File: src/rtl/constants.sv
// constants: project-wide width defaults shared by the execution units.
`ifndef XLEN
`define XLEN 32
`endif

File: src/rtl/div_unit_pkg.sv
// div_unit_pkg: op encoding and FSM states for the iterative divider.
package div_unit_pkg;

    typedef enum logic [1:0] {
        OP_DIV  = 2'b00,
        OP_DIVU = 2'b01,
        OP_REM  = 2'b10,
        OP_REMU = 2'b11
    } op_e;

    typedef enum logic [2:0] {
        S_IDLE,
        S_ABS_A,
        S_ABS_B,
        S_CALC,
        S_FIX,
        S_DONE
    } state_e;

endpackage

File: src/rtl/div_unit_adder.sv
// Adder: N-bit add/subtract with carry-out and condition flags; control=1 subtracts.
module Adder #(
    parameter int N = 32
) (
    input  logic [N-1:0] a_i,
    input  logic [N-1:0] b_i,
    input  logic         control_i,
    output logic [N-1:0] sum_o,
    output logic         c_o,
    output logic         z_o,
    output logic         n_o,
    output logic         v_o
);
    logic [N-1:0] bx;
    assign bx = control_i ? ~b_i : b_i;
    assign {c_o, sum_o} = {1'b0, a_i} + {1'b0, bx} + {{N{1'b0}}, control_i};
    assign z_o = sum_o == '0;
    assign n_o = sum_o[N-1];
    assign v_o = (a_i[N-1] == bx[N-1]) && (sum_o[N-1] != a_i[N-1]);
endmodule

File: src/rtl/div_unit.sv
// div_unit: multi-cycle restoring divider for DIV/DIVU/REM/REMU on one shared adder.
`ifndef XLEN
`define XLEN 32
`endif
module div_unit
    import div_unit_pkg::*;
#(
    parameter int N = `XLEN
) (
    input  logic         clk,
    input  logic         rst_n,
    input  logic         in_valid,
    output logic         in_ready,
    input  logic [1:0]   op,
    input  logic [N-1:0] dividend,
    input  logic [N-1:0] divisor,
    input  logic         flush,
    output logic         out_valid,
    input  logic         out_ready,
    output logic [N-1:0] result
);
    localparam int CW = $clog2(N);
    localparam logic [N-1:0] MIN_INT = {1'b1, {(N-1){1'b0}}};

    state_e        state_q;
    op_e           op_q;
    logic [N-1:0]  quo_q, rem_q, b_q, result_q;
    logic [CW-1:0] cnt_q;
    logic          sa_q, sb_q;

    logic [N-1:0]  shifted, fix_val, add_a, add_b, sum;
    logic          fix_neg, carry;
    logic [2:0]    flags_unused;

    assign shifted = {rem_q[N-2:0], quo_q[N-1]};
    assign fix_val = op_q[1] ? rem_q : quo_q;
    // sa_q/sb_q already fold in "signed op", so only the sign rule differs by op
    assign fix_neg = op_q[1] ? sa_q : sa_q ^ sb_q;
    assign add_a   = (state_q == S_CALC) ? shifted : '0;
    assign add_b   = (state_q == S_ABS_A) ? quo_q : (state_q == S_FIX) ? fix_val : b_q;

    Adder #(.N(N)) u_adder (
        .a_i      (add_a),
        .b_i      (add_b),
        .control_i(1'b1),
        .sum_o    (sum),
        .c_o      (carry),
        .z_o      (flags_unused[0]),
        .n_o      (flags_unused[1]),
        .v_o      (flags_unused[2])
    );

    assign in_ready  = state_q == S_IDLE;
    assign out_valid = state_q == S_DONE;
    assign result    = result_q;

    always_ff @(posedge clk or negedge rst_n) begin
        if (!rst_n) begin
            state_q  <= S_IDLE;
            op_q     <= OP_DIV;
            quo_q    <= '0;
            rem_q    <= '0;
            b_q      <= '0;
            result_q <= '0;
            cnt_q    <= '0;
            sa_q     <= 1'b0;
            sb_q     <= 1'b0;
        end else if (flush) begin
            state_q <= S_IDLE;
        end else begin
            case (state_q)
                S_IDLE: if (in_valid) begin
                    op_q  <= op_e'(op);
                    quo_q <= dividend;
                    rem_q <= '0;
                    b_q   <= divisor;
                    cnt_q <= '0;
                    sa_q  <= ~op[0] & dividend[N-1];
                    sb_q  <= ~op[0] & divisor[N-1];
                    if (divisor == '0) begin
                        result_q <= op[1] ? dividend : '1;
                        state_q  <= S_DONE;
                    end else if (~op[0] && dividend == MIN_INT && &divisor) begin
                        result_q <= op[1] ? '0 : dividend;
                        state_q  <= S_DONE;
                    end else begin
                        state_q <= S_ABS_A;
                    end
                end
                S_ABS_A: begin
                    quo_q   <= sa_q ? sum : quo_q;
                    state_q <= S_ABS_B;
                end
                S_ABS_B: begin
                    b_q     <= sb_q ? sum : b_q;
                    state_q <= S_CALC;
                end
                S_CALC: begin
                    rem_q   <= (carry | rem_q[N-1]) ? sum : shifted;
                    quo_q   <= {quo_q[N-2:0], carry | rem_q[N-1]};
                    cnt_q   <= cnt_q + 1'b1;
                    state_q <= (cnt_q == CW'(N - 1)) ? S_FIX : S_CALC;
                end
                S_FIX: begin
                    result_q <= fix_neg ? sum : fix_val;
                    state_q  <= S_DONE;
                end
                S_DONE: state_q <= out_ready ? S_IDLE : S_DONE;
                default: state_q <= S_IDLE;
            endcase
        end
    end
endmodule

File: config.mk
export PLATFORM = sky130hd
export DESIGN_NAME = div_unit
export DESIGN_NICKNAME = d
export VERILOG_FILES = /design/src/rtl/constants.sv /design/src/rtl/div_unit_pkg.sv /design/src/rtl/div_unit_adder.sv /design/src/rtl/div_unit.sv
export SDC_FILE = /design/constraint.sdc
export NUM_CORES = 1
export LEC_CHECK = 0
export BUFFER_PORTS_ARGS = -buffer_cell sky130_fd_sc_hd__buf_4
export CAP_MARGIN = 20
export CORE_UTILIZATION = 30
export CTS_CLUSTER_SIZE = 30
export DETAILED_ROUTE_END_ITERATION = 7
export GPL_TIMING_DRIVEN = 0
export PLACE_DENSITY_LB_ADDON = 0.2
export RECOVER_POWER = 25
export SYNTH_ARGS = -nofsm -noshare
export SYNTH_HDL_FRONTEND = slang
export SYNTH_SLANG_ARGS = --single-unit
File: constraint.sdc
create_clock -name clk -period 5.5 [get_ports clk]
set_input_delay 0.275 -clock clk [delete_from_list [all_inputs] [get_ports clk]]
set_output_delay 0.275 -clock clk [all_outputs]
set_load 0.02 [all_outputs]
==> results.py <==
metrics = {
    "power": {
        "power_density_nw_per_um2": 351,
        "p_leak_nw": 5.42,
        "irDropWorstVdd_mv": 0.163,
    },
    "hold_path": {
        "hp-class": "input pin to flop",
    },
    "critical_path": {
        "end_kind": "flop",
        "critPathMaxStageDelay_ns": 0.47,
        "crit_type": "flop to flop",
        "slowest_stage": "fa_1",
        "cp_cell_sequence": "buf_2 -> nor3_4 -> clkbuf_2 -> buf_2 -> o22ai_1 -> a21oi_1 -> ha_1 -> inv_1 -> fa_1 -> a21o_1 -> nand4_1 -> nand2_1 -> a22o_1 -> o21a_1 -> a21oi_2 -> o31a_1 -> buf_4 -> buf_4 -> nand3_1 -> o311ai_0",
        "cp-start-kind": "flop",
        "crit_fanout": 10,
        "crit_required_ns": 5.81,
        "worstPathArrival_ns": 5.70,
    },
    "yosys": {
        "ys_warn_count": 0,
        "synthDistinctLibCells": 63,
        "synth_edf_count": 0,
        "netlist_area_sq_um": 9850,
        "async_reset_ff_share_pct": 100,
        "synthCells": 1212,
        "ys_seq_area_share_pct": 35.3,
        "avgSynthCellArea_sq_um": 8.13,
        "syn-num-nets": 1318,
        "synth-seq-cells": 139,
        "synth_flop_cell": "dfrtp_1",
    },
    "clocking": {
        "clk_pin_slew_ns": 0.07,
        "cts_buffers": 17,
        "clock_sinks": 139,
        "cts.path.max_buffers": 2,
        "insertion_delay_ns": 0.43,
        "tritoncts": "done",
        "cts_root_buffer": "clkbuf_16",
        "htreeDepth": 4,
    },
    "floorplanning": {
        "rows": 65,
        "die_area_sq_um": 33600,
        "initial_utilization_pct": 30.8,
        "core_area_sq_um": 32000,
        "die_x_um": 183,
        "ios": 105,
        "chipHeight_um": 183,
    },
    "layout": {
        "layout.nets": 1445,
        "final_util_pct": 37.2,
        "layout-drive-gt1-share_pct": 12.7,
        "syn_to_final_growth_pct": 20.6,
    },
    "place": {
        "portBuffers": 104,
        "place.gp.congestion": 0.982,
        "hpwlAfterDp_um": 35100,
    },
    "sta": {
        "fmax_mhz": 185,
        "period_minus_slack_ns": 5.40,
        "relSlewSlack_pct": -176,
        "slew_violations": 68,
        "finalHoldViolations": 0,
        "fin_skew_ns": 0.0121,
        "timing.final.crit_share_pct": 98.1,
        "setup_violations": 0,
        "worst_pin_slew_ns": 4.14,
        "timing.hold.ws_ns": 0.0658,
        "rsz0062_at_grt": "no",
    },
    "global_routing": {
        "grt_pass1_vias": 10400,
        "grt_max_degree": 73,
        "grt_pass1_wl_um": 68300,
        "grt_usage_pct": 27.8,
        "antenna_found_initial": 0,
        "overflow": 0,
    },
    "job": {
        "cap_violations": 1,
    },
    "drt": {
        "routed_wl_um": 46500,
        "drt-met1-wl_um": 20100,
        "dr_total_vias": 10800,
        "dr_wl_met2_um": 20400,
        "ant_nets": 0,
        "drt-initial-drc-count": 1398,
        "dr.pass1.iters": 8,
        "highest_layer": "met4",
        "viasPerCell": 6.03,
        "drc": 1,
        "wl_per_cell_um": 26.0,
        "dr_wl_met3_um": 4040,
    },
    "outcome": {
        "status": "finished, violations left",
        "failed_checks": "design-rule violations, max-capacitance violations, max-slew violations",
    },
}
-- state kept, by name (all words and copies together) (netlist names) --
name / flops
quo_q: 32
cnt_q: 5
b_q: 32
rem_q: 32
state_q: 3
op_q: 1
sa_q: 1
sb_q: 1
result: 32
-- cell type report --
| class | instances | area, sq um |
|---|---|---|
| Clock buffer | 17 | 425 |
| Clock inverter | 15 | 189 |
| Fill cell | 3450 | 20100 |
| Multi-Input combinational cell | 970 | 6020 |
| Buffer | 90 | 383 |
| Tap cell | 435 | 544 |
| Inverter | 13 | 48.8 |
| Sequential cell | 139 | 3480 |
| Antenna cell | 1 | 2.50 |
| Timing Repair Buffer | 108 | 788 |
-- stage by stage --
stage / TNS [ns] / total power, mW / cell area (sq um) / std cells / setup WS (ns)
final: 0 / 4.17 / 11900 / 1788 / 0.103
after floorplan: 0 / 2.30 / 9850 / 1212 / 1.27
after detailed placement: -13.40 / 2.87 / 11200 / 1752 / -0.447
after global placement: -13.60 / 2.87 / 11200 / 1751 / -0.539
after global routing: 0 / 4.36 / 11900 / 1787 / 0.0342
after CTS: 0 / 4.12 / 11900 / 1785 / 0.0111
-- critical path: cells and delay by family (launching register included) --
kind | cells | cell delay [ns]
AOI/OAI and AO/OA | 8 | 1.95
buffers and inverters | 6 | 1.53
and+or+nand+nor | 4 | 0.69
adders and majority gates | 2 | 0.69
DFF | 1 | 0.38
-- synth_stat cells (all sizes together) (18+ instances only) --
| master | n | share of area [%] |
|---|---|---|
| a21o | 18 | 1.4 |
| a21oi | 69 | 3.6 |
| a31oi | 36 | 2.3 |
| and3 | 44 | 2.8 |
| clkbuf | 74 | 2.8 |
| dfrtp | 139 | 35 |
| ha | 34 | 4.3 |
| mux2i | 65 | 6.6 |
| nand2 | 197 | 7.5 |
| nor2 | 81 | 3.1 |
| o211ai | 25 | 1.9 |
| o21ai | 150 | 7.6 |
| o22ai | 36 | 2.3 |
| xnor2 | 22 | 2.0 |
-- layout by cell type (no fill, tap or decap), drive strengths merged, types with 4 or more instances in the layout --
cell type / synthesis / layout
mux2i: 65 / 65
a31oi: 36 / 36
a222oi: 17 / 17
nand2: 197 / 197
o31ai: 10 / 10
a32oi: 9 / 9
o21a: 9 / 9
a21o: 18 / 18
a22oi: 5 / 5
buf: 16 / 111
nor3: 11 / 11
a211oi: 4 / 4
nor2: 81 / 81
ha: 34 / 34
o21bai: 6 / 6
xor2: 6 / 6
o211ai: 25 / 25
xnor2: 22 / 22
clkinv: 1 / 6
nand4: 14 / 14
a21oi: 69 / 69
o221ai: 9 / 9
nor2b: 5 / 5
o21ai: 150 / 150
clkbuf: 74 / 103
a22o: 5 / 5
nand3: 14 / 14
and3: 44 / 44
o22ai: 36 / 36
nand2b: 4 / 4
inv: 12 / 17
mux2: 6 / 6
o311ai: 4 / 4
dfrtp: 139 / 139
nor4: 17 / 17
and2: 7 / 7
-- final timing paths --
check	startpoint	to	slack, ns	depth (start not counted)
setup / recovery	state_q[1]	rem_q[19]	0.10	20
hold / removal	flush	state_q[1]	0.07	2
setup reg to reg	state_q[1]	rem_q[19]	0.10	20
hold reg to reg	b_q[18]	b_q[18]	0.50	2
max in group asynchronous	rst_n	sa_q	1.34	2
min in group asynchronous	rst_n	result[11]	1.84	2
-- kinds of logic (layout without fill, tap and decap cells) --
family / Yosys count / after routing / synth area share, %
compound gates: 431 / 431 / 27.6
xor+xnor: 28 / 28 / 2.49
fa+ha+maj: 35 / 35 / 4.52
buf+inv: 103 / 243 / 4.24
flops: 139 / 139 / 35.3
mux: 71 / 71 / 7.29
other cells: 0 / 1 / 0
simple gates: 405 / 405 / 18.6
-- routing by layer --
| metal | vias up | track usage, % |
|---|---|---|
| li1 | 4793 | - |
| met1 | 5283 | 37.8 |
| met2 | 571 | 42.9 |
| met3 | 129 | 5.66 |
| met4 | 0 | 11.5 |
| met5 | - | 0 |
-- timing repair --
item,CTS,global route
hold buffers,1,0
gates cloned,0,0
buffers inserted,0,2
pin swaps,0,1
hold endpoints to repair,67,0
setup endpoints to repair,56,45
gates resized for setup,6,25
-- where the power goes --
group          leakage [nW]  internal [mW]  total (mW)  switching, mW
logic                  3.35          0.525        1.53           1.00
clock network         0.295          0.723        1.25          0.525
registers              1.78           1.20        1.40          0.192
Note: power is estimated with default switching activity, not from simulation.
